[src/rtl/regfile_write_arbiter_if.sv]
// Writeback bus between the ALU/load sources and the register file write arbiter.
// The master modport is the source/register-file side; the slave modport is the arbiter.
interface regfile_write_arbiter_if #(
    parameter int DATA_W  = 8,
    parameter int REG_CNT = 4
);
    localparam int AW = (REG_CNT > 1) ? $clog2(REG_CNT) : 1;

    logic              alu_valid;
    logic [AW-1:0]     alu_reg;
    logic [DATA_W-1:0] alu_data;
    logic              alu_ready;
    logic              ld_valid;
    logic [AW-1:0]     ld_reg;
    logic [DATA_W-1:0] ld_data;
    logic              ld_ready;
    logic              write_en;
    logic [AW-1:0]     write_reg;
    logic [DATA_W-1:0] write_value;
    logic [REG_CNT-1:0] pending;
    logic [7:0]        conflict_cnt;

    modport master (
        output alu_valid, alu_reg, alu_data, ld_valid, ld_reg, ld_data,
        input  alu_ready, ld_ready, write_en, write_reg, write_value, pending, conflict_cnt
    );

    modport slave (
        input  alu_valid, alu_reg, alu_data, ld_valid, ld_reg, ld_data,
        output alu_ready, ld_ready, write_en, write_reg, write_value, pending, conflict_cnt
    );
endinterface

[src/rtl/regfile_write_arbiter.sv]
// Arbitrates the single register-file write port between ALU and load writeback buffers.
// Optional macro REGFILE_ARB_COALESCE_EN merges same-register entries into one write.
module regfile_write_arbiter #(
    parameter int DATA_W  = 8,
    parameter int REG_CNT = 4
) (
    input  logic                   clk,
    input  logic                   reset_n,
    regfile_write_arbiter_if.slave bus
);
    localparam int AW = (REG_CNT > 1) ? $clog2(REG_CNT) : 1;

    logic              alu_full_r;
    logic [AW-1:0]     alu_reg_r;
    logic [DATA_W-1:0] alu_data_r;
    logic              ld_full_r;
    logic [AW-1:0]     ld_reg_r;
    logic [DATA_W-1:0] ld_data_r;
    logic              alu_older_r;
    logic              age_eq_r;
    logic              rr_r;
    logic              write_en_r;
    logic [AW-1:0]     write_reg_r;
    logic [DATA_W-1:0] write_value_r;
    logic [7:0]        conflict_cnt_r;

    logic              alu_grant_s;
    logic              ld_grant_s;
    logic              tie_s;
    logic              sel_ld_s;
    logic              alu_load_s;
    logic              ld_load_s;
    logic [REG_CNT-1:0] pending_s;

    // Grant selection: oldest entry first, round-robin on equal age.
    always_comb begin
        alu_grant_s = 1'b0;
        ld_grant_s  = 1'b0;
        tie_s       = 1'b0;
        sel_ld_s    = 1'b0;
        if (alu_full_r && ld_full_r) begin
`ifdef REGFILE_ARB_COALESCE_EN
            // Same target: both drain, only the younger value (load on a tie) is written.
            if (alu_reg_r == ld_reg_r) begin
                alu_grant_s = 1'b1;
                ld_grant_s  = 1'b1;
                sel_ld_s    = age_eq_r || alu_older_r;
            end else
`endif
            if (age_eq_r) begin
                tie_s       = 1'b1;
                sel_ld_s    = rr_r;
                alu_grant_s = !rr_r;
                ld_grant_s  = rr_r;
            end else if (alu_older_r) begin
                alu_grant_s = 1'b1;
            end else begin
                ld_grant_s  = 1'b1;
                sel_ld_s    = 1'b1;
            end
        end else if (alu_full_r) begin
            alu_grant_s = 1'b1;
        end else if (ld_full_r) begin
            ld_grant_s  = 1'b1;
            sel_ld_s    = 1'b1;
        end else begin
            alu_grant_s = 1'b0;
        end
    end

    assign bus.alu_ready = reset_n && (!alu_full_r || alu_grant_s);
    assign bus.ld_ready  = reset_n && (!ld_full_r  || ld_grant_s);
    assign alu_load_s    = bus.alu_valid && bus.alu_ready;
    assign ld_load_s     = bus.ld_valid  && bus.ld_ready;

    // Buffers, age tracking, write port and conflict counter.
    always_ff @(posedge clk) begin
        if (!reset_n) begin
            alu_full_r     <= 1'b0;
            alu_reg_r      <= {AW{1'b0}};
            alu_data_r     <= {DATA_W{1'b0}};
            ld_full_r      <= 1'b0;
            ld_reg_r       <= {AW{1'b0}};
            ld_data_r      <= {DATA_W{1'b0}};
            alu_older_r    <= 1'b0;
            age_eq_r       <= 1'b0;
            rr_r           <= 1'b0;
            write_en_r     <= 1'b0;
            write_reg_r    <= {AW{1'b0}};
            write_value_r  <= {DATA_W{1'b0}};
            conflict_cnt_r <= 8'd0;
        end else begin
            if (alu_load_s) begin
                alu_full_r <= 1'b1;
                alu_reg_r  <= bus.alu_reg;
                alu_data_r <= bus.alu_data;
            end else if (alu_grant_s) begin
                alu_full_r <= 1'b0;
            end else begin
                alu_full_r <= alu_full_r;
            end

            if (ld_load_s) begin
                ld_full_r <= 1'b1;
                ld_reg_r  <= bus.ld_reg;
                ld_data_r <= bus.ld_data;
            end else if (ld_grant_s) begin
                ld_full_r <= 1'b0;
            end else begin
                ld_full_r <= ld_full_r;
            end

            // The entry that did not load this edge (if any) is the older one.
            if (alu_load_s && ld_load_s) begin
                age_eq_r    <= 1'b1;
                alu_older_r <= 1'b0;
            end else if (alu_load_s) begin
                age_eq_r    <= 1'b0;
                alu_older_r <= 1'b0;
            end else if (ld_load_s) begin
                age_eq_r    <= 1'b0;
                alu_older_r <= 1'b1;
            end else begin
                age_eq_r    <= age_eq_r;
                alu_older_r <= alu_older_r;
            end

            if (tie_s) begin
                rr_r <= ~rr_r;
            end else begin
                rr_r <= rr_r;
            end

            write_en_r <= alu_grant_s || ld_grant_s;
            if (alu_grant_s || ld_grant_s) begin
                write_reg_r   <= sel_ld_s ? ld_reg_r  : alu_reg_r;
                write_value_r <= sel_ld_s ? ld_data_r : alu_data_r;
            end else begin
                write_reg_r   <= write_reg_r;
                write_value_r <= write_value_r;
            end

            if (alu_full_r && ld_full_r && (conflict_cnt_r != 8'd255)) begin
                conflict_cnt_r <= conflict_cnt_r + 8'd1;
            end else begin
                conflict_cnt_r <= conflict_cnt_r;
            end
        end
    end

    // Hazard scoreboard decoded from registered state only.
    always_comb begin
        pending_s = {REG_CNT{1'b0}};
        for (int r = 0; r < REG_CNT; r++) begin
            pending_s[r] = (alu_full_r && (alu_reg_r == AW'(r))) ||
                           (ld_full_r  && (ld_reg_r  == AW'(r))) ||
                           (write_en_r && (write_reg_r == AW'(r)));
        end
    end

    assign bus.write_en     = write_en_r;
    assign bus.write_reg    = write_reg_r;
    assign bus.write_value  = write_value_r;
    assign bus.pending      = pending_s;
    assign bus.conflict_cnt = conflict_cnt_r;
endmodule

[src/flat_wrapper.sv]
// flat-port wrapper written by rule: the top's interface ports become plain ports
module regfile_write_arbiter_flat 
#(
    parameter int DATA_W  = 8,
    parameter int REG_CNT = 4
)
  (clk, reset_n, bus_alu_valid, bus_alu_reg, bus_alu_data, bus_ld_valid, bus_ld_reg, bus_ld_data, bus_alu_ready, bus_ld_ready, bus_write_en, bus_write_reg, bus_write_value, bus_pending, bus_conflict_cnt);
  regfile_write_arbiter_if #(.DATA_W(DATA_W), .REG_CNT(REG_CNT)) bus_i ();
  input  logic clk;
  input  logic reset_n;
  input wire logic [$bits(bus_i.alu_valid)-1:0] bus_alu_valid;
  input wire logic [$bits(bus_i.alu_reg)-1:0] bus_alu_reg;
  input wire logic [$bits(bus_i.alu_data)-1:0] bus_alu_data;
  input wire logic [$bits(bus_i.ld_valid)-1:0] bus_ld_valid;
  input wire logic [$bits(bus_i.ld_reg)-1:0] bus_ld_reg;
  input wire logic [$bits(bus_i.ld_data)-1:0] bus_ld_data;
  output wire logic [$bits(bus_i.alu_ready)-1:0] bus_alu_ready;
  output wire logic [$bits(bus_i.ld_ready)-1:0] bus_ld_ready;
  output wire logic [$bits(bus_i.write_en)-1:0] bus_write_en;
  output wire logic [$bits(bus_i.write_reg)-1:0] bus_write_reg;
  output wire logic [$bits(bus_i.write_value)-1:0] bus_write_value;
  output wire logic [$bits(bus_i.pending)-1:0] bus_pending;
  output wire logic [$bits(bus_i.conflict_cnt)-1:0] bus_conflict_cnt;
  assign bus_i.alu_valid = bus_alu_valid;
  assign bus_i.alu_reg = bus_alu_reg;
  assign bus_i.alu_data = bus_alu_data;
  assign bus_i.ld_valid = bus_ld_valid;
  assign bus_i.ld_reg = bus_ld_reg;
  assign bus_i.ld_data = bus_ld_data;
  assign bus_alu_ready = bus_i.alu_ready;
  assign bus_ld_ready = bus_i.ld_ready;
  assign bus_write_en = bus_i.write_en;
  assign bus_write_reg = bus_i.write_reg;
  assign bus_write_value = bus_i.write_value;
  assign bus_pending = bus_i.pending;
  assign bus_conflict_cnt = bus_i.conflict_cnt;
  regfile_write_arbiter #(.DATA_W(DATA_W), .REG_CNT(REG_CNT)) u_core (.clk(clk), .reset_n(reset_n), .bus(bus_i));
endmodule
[config.mk]
export PLATFORM = sky130hd
export DESIGN_NAME = regfile_write_arbiter_flat
export DESIGN_NICKNAME = d
export VERILOG_FILES = /design/src/rtl/regfile_write_arbiter_if.sv /design/src/rtl/regfile_write_arbiter.sv /design/src/flat_wrapper.sv
export SDC_FILE = /design/constraint.sdc
export NUM_CORES = 1
export LEC_CHECK = 0
export ABC_AREA = 1
export CAP_MARGIN = 20
export CORE_MARGIN = 5
export CORE_UTILIZATION = 48
export DETAILED_ROUTE_END_ITERATION = 16
export PLACE_DENSITY = 0.77
export RECOVER_POWER = 25
export SETUP_SLACK_MARGIN = 0.3
export SKIP_LAST_GASP = 1
export SYNTH_ARGS = -nofsm -noshare
export SYNTH_HDL_FRONTEND = slang
export SYNTH_SLANG_ARGS = --single-unit
[constraint.sdc]
create_clock -name clk -period 1.8 [get_ports clk]
set_input_delay 0.54 -clock clk [delete_from_list [all_inputs] [get_ports clk]]
set_output_delay 0.54 -clock clk [all_outputs]
set_load 0.03 [all_outputs]
* Word-level counts from Yosys, hierarchy flattened *
Index checks and enable logic that the tools add are counted.
W data, S select, Z words.

storage, ports and cells
  register bits after elaboration = 44
  word-level logic and storage cells = 86

operators by class
  add/sub/neg operators = 1
  eq/ne operators = 10
  mux-type cells = 20
  bitwise gates (word level) = 2
  reduce and logical (&&, ||, !) cells = 40

operator list
  kind                   number
  $logic_and A1 B1 Y1    19
  $mux W1                18
  $eq A2 B2 Y1 const B   6
  $logic_or A1 B1 Y1     11
  $add A8 B1 Y8 const B  1
  $mux W8                1
  $ne A8 B8 Y1 const B   1
  $eq A2 B1 Y1 const B   3
  $logic_not A2 Y1       3
  $reduce_bool A2 Y1     2
  $logic_not A1 Y1       3
  $reduce_bool A3 Y1     1
  $reduce_or A3 Y1       1
  $mux W2                1
  $not A1 Y1             2

* Depth between registers and ports, before layout *
Gate-level depths: netlist (run 1).

  word-level depth = 9
  depth in mapped cells = 10
  mapped depth without buffers = 10

* Worst setup path before layout (run 1) *
OpenSTA, ideal clock, no wires.

  kind = reg-to-output
  start = register u_core.ld_full_r
  end = output bus_alu_ready
  arrival time = 1.230 ns
  required time = 1.260 ns
  slack = 0.030 ns
  stages on the path, launching flop included = 7
  path buffers = 0
  cells stage by stage = dfxtp_1 > nand2_1 > clkinv_2 > nand2_2 > o21ai_0 > inv_1 > a21oi_1

on the way
  cells in the longest elaborated chain, start to end = 4

ends and longest elaborated chain
  what                    line                          RTL
  start, declared         regfile_write_arbiter.sv:16   logic ld_full_r;
  start signal, assigned  regfile_write_arbiter.sv:110  ld_full_r <= ld_full_r;
  $logic_and A1 B1 Y1     regfile_write_arbiter.sv:41   if (alu_full_r && ld_full_r) begin
  $mux W1                 regfile_write_arbiter.sv:41
  $logic_or A1 B1 Y1      regfile_write_arbiter.sv:71   assign bus.alu_ready = reset_n && (!alu_full_r || alu_grant_s);
  $logic_and A1 B1 Y1     regfile_write_arbiter.sv:71
  end, declared           flat_wrapper.sv:17            output wire logic [$bits(bus_i.alu_ready)-1:0] bus_alu_ready;

Every way passes these cells.

* Final worst setup path (run 1) *
  start = register u_core.age_eq_r
  end = output bus_alu_ready

on the way
  cells in the longest elaborated chain, start to end = 4

ends and longest elaborated chain
  what                    line                          RTL
  start, declared         regfile_write_arbiter.sv:20   logic age_eq_r;
  start signal, assigned  regfile_write_arbiter.sv:124  age_eq_r <= age_eq_r;
  $mux W1                 regfile_write_arbiter.sv:50   if (age_eq_r) begin
  $mux W1                 regfile_write_arbiter.sv:41
  $logic_or A1 B1 Y1      regfile_write_arbiter.sv:71
  $logic_and A1 B1 Y1     regfile_write_arbiter.sv:71

Every way passes these cells.

==> results of run 1 <==
-- final cells by class --
class	instances	area [um^2]	share of cell area, %
clock buffer	6	72.57	2.430
clock inverter	1	5.005	0.1676
inverter	42	162.7	5.446
timing repair buffer	77	693.2	23.21
multi-input combinational	217	1085	36.32
timing repair inverter	1	7.507	0.2514
tap	52	65.06	2.178
sequential	44	895.9	30.00
-- power by group through the flow --
| stage | registers [mW] | clock network, mW | logic (mW) |
|---|---|---|---|
| floorplan | 1.08 | 0 | 0.160 |
| global placement | 1.07 | 0 | 0.302 |
| detailed placement | 1.07 | 0 | 0.306 |
| CTS | 1.05 | 0.598 | 0.317 |
| global route | 1.06 | 0.640 | 0.349 |
| finish | 1.05 | 0.585 | 0.317 |
-- final timing paths --
path                                                  from                          to  slack [ps]  depth (start not counted)
worst max-delay path                       u_core.age_eq_r               bus_alu_ready         -40                          8
worst min-delay path                   u_core.ld_data_r[4]         u_core.ld_data_r[4]         470                          2
worst max register to register  u_core.bus.conflict_cnt[0]  u_core.bus.conflict_cnt[1]         290                          9
worst min register to register         u_core.ld_data_r[4]         u_core.ld_data_r[4]         470                          2
-- per-layer routing --
layer	routed length, um	part of all wire (%)	track usage (%)	vias up
li1	-	-	-	1110
met1	2284	43	20.59	1001
met2	2786	52	31.76	50
met3	236	4.4	4.019	6
met4	49	0.91	5.420	0
met5	0	0	0	-
-- cell usage after synthesis --
library cell	instances
nor3_1	1
buf_2	6
clkinv_2	1
nand2_1	116
o21ai_1	1
clkinv_1	1
nand2_2	3
ha_1	1
dfxtp_1	44
o211ai_1	2
buf_4	1
nand3b_1	11
clkbuf_1	1
nand3_1	29
nor2_2	1
inv_2	2
nand3_2	1
nand3_4	2
a21oi_1	10
o21ai_0	4
o221ai_1	2
buf_6	4
xor2_1	3
inv_1	38
nor2_1	30
-- repair_timing --
item                                    in CTS  in global routing
buffers inserted                             3                  6
cloned                                       0                  1
endpoints found under the setup margin      28                 31
pin swaps                                    2                  5
hold buffers                                 0                  0
gates resized for setup                     93                 28
-- cells in the final DEF, fill, tap and decap left out, drive strengths merged --
master / n
nand2: 119
dfxtp: 44
inv: 40
buf: 40
nand3: 32
nor2: 31
clkdlybuf4s50: 22
clkbuf: 12
nand3b: 11
a21oi: 10
clkdlybuf4s15: 7
o21ai: 5
clkinv: 3
xor2: 3
o221ai: 2
o211ai: 2
nor3: 1
ha: 1
clkinvlp: 1
dlygate4sd2: 1
clkdlybuf4s18: 1
-- cells by family (layout without fill, tap and decap cells) --
kind of cell	Yosys count	in the layout
AOI/OAI and AO/OA	19	19
DFF	44	44
buffers and inverters	54	127
adders and majority gates	1	1
and+or+nand+nor	194	194
xor gates and xnor gates	3	3
-- metrics by stage --
| stage | hold WS [ps] | setup slack (ps) |
|---|---|---|
| detailed placement | 455.2 | -161.5 |
| floorplan | 428.0 | 190.2 |
| finish | 467.7 | -39.16 |
| global placement | 452.2 | -143.9 |
| CTS | 465.8 | -1.947 |
| global route | 489.1 | -111.6 |
-- worst reg2reg max path: stages (launching register included) --
cell and delay, ps:
dfxtp_1 330, buf_4 130, ha_1 210, nand2_2 100
nor2_4 130, nand2_2 70, nand2_4 120, clkinvlp_4 140
nor2_2 120, nor2_1 50
==> results.py, run 1 <==
metrics = {
    "layout": {
        "area_growth_pct": 40.66,
        "nNetsFinal": 413,
        "design_area_mm2": 0.002987,
        "nFillCells": 385,
        "antenna_cells": 0,
        "layout-drive-gt1-share_pct": 24.23,
        "fin_cells": 440,
        "fin_util_pct": 69.07,
    },
    "global_routing": {
        "grt_pass1_vias": 2029,
        "grt_max_degree": 20,
        "grt_pass1_wl_mm": 8.735,
        "grt_overflow": 0,
        "antenna_found_initial": 0,
        "gr-usage-all-layers_pct": 17.67,
    },
    "yosys": {
        "synth-xor-area-share_pct": 1.237,
        "avgSynthCellArea_um2": 6.741,
        "synth_mux_area_share_pct": 0,
        "yosysSeqAreaShare_pct": 41.48,
        "synthesis.area_mm2": 0.002123,
        "synth_adder_area_share_pct": 0.5893,
        "synth_simple_gate_area_share_pct": 40.07,
        "synth_compound_area_share_pct": 5.068,
        "ys_warn_count": 0,
        "syn-num-nets": 340,
        "synth_top_family_by_area": "simple AND/OR/NAND/NOR gates",
        "synth_cells": 315,
        "yosys.area.top_type": "dfxtp_1",
        "yosysTopAreaCellShare_pct": 41.48,
        "synth_seq_cells": 44,
        "synth.top_cells.by_area": "dfxtp_1 41%, nand2_1 21%, nand3_1 6.8%, inv_1 6.7%, nor2_1 5.3%",
        "synth.distinct_cells": 25,
    },
    "timing": {
        "clock.fmax_mhz": 543.7,
        "setup-violations-final": 2,
        "skew_ps": 7.575,
        "period_share_pct": 102.2,
        "layout_setup_ws_ps": -39.16,
        "worst_slew_pin_slew_ps": 375.4,
        "fin_crit_ps": 1839,
        "max_slew_margin_pct": 74.91,
        "rsz0062_at_grt": "true",
        "hold_viol_final": 0,
        "tns_ps": -43.92,
        "slew_violations": 0,
    },
    "floorplan": {
        "dieArea_mm2": 0.005854,
        "die_w_um": 76.51,
        "fp.dieH_um": 76.51,
        "ioPinCount": 49,
        "core-area_mm2": 0.004324,
        "rows": 24,
        "initial_core_util_pct": 49.10,
    },
    "worst_setup_path": {
        "critical-path-top-delay-family": "flip-flops",
        "end_kind": "primary output",
        "critPathSlowestCell": "dfxtp_2",
        "arrival_ps": 1300,
        "slowest_delay_ps": 350,
        "start_kind": "register",
        "crit_type": "reg -> out",
        "crit_path_max_fanout": 3,
        "crit_required_ps": 1260,
        "worstPathCellList": "inv_2 > nand2_4 > nand2_2 > nand2_2 > o21ai_2 > inv_2 > a21oi_4 > buf_6",
        "cp_num_buf_inv": 3,
    },
    "cts": {
        "cts.sinks": 44,
        "insertion_delay_ps": 290,
        "cts_buffer_depth": 2,
        "cts-root-buf": "clkbuf_8",
        "path_clk_slew_ps": 80,
        "cts_buffers": 5,
        "cts_max_level": 2,
        "cts_tree": "built",
    },
    "detailed_routing": {
        "drt-initial-drc-count": 161,
        "remaining_drc_errors": 0,
        "via_per_inst": 4.925,
        "wire_per_inst_um": 12.18,
        "wirelength_mm": 5.357,
        "vias": 2167,
        "drtPass1Iterations": 5,
        "ant_nets": 0,
    },
    "min_path": {
        "hp-class": "reg -> reg",
    },
    "placed_design": {
        "place_congestion": 0.7958,
        "port_buffers": 48,
        "placedInstanceArea_mm2": 0.002783,
        "placed_cells": 423,
        "place_hpwl_mm": 3.638,
    },
    "power_and_ir_drop": {
        "leakage_nw": 1.449,
        "power_frac_seq_pct": 53.8,
        "vdd_drop_max_mv": 0.4401,
        "finalPower_mw": 1.953,
        "swShare_pct": 26.89,
        "power.density_cell_area_mw_per_mm2": 653.9,
        "internal_power_mw": 1.428,
        "switchingPower_mw": 0.5251,
        "pwr-share-clk_pct": 29.9,
        "p_comb_share_pct": 16.2,
    },
    "status": {
        "status": "finished, violations left",
        "violations": "setup timing",
    },
    "run": {
        "max-cap-violations": 0,
    },
}
Power figures use the tool's default switching activity.
==> run 2, diff against run 1 <==
--- a/config.mk
+++ b/config.mk
@@ -9,6 +9,7 @@
 export CAP_MARGIN = 20
 export CORE_MARGIN = 5
 export CORE_UTILIZATION = 48
+export CTS_CLUSTER_SIZE = 8
 export DETAILED_ROUTE_END_ITERATION = 16
 export PLACE_DENSITY = 0.77
 export RECOVER_POWER = 25
==> results of run 2 <==
The final DEF is identical to that of run 1; final timing and power are the same.
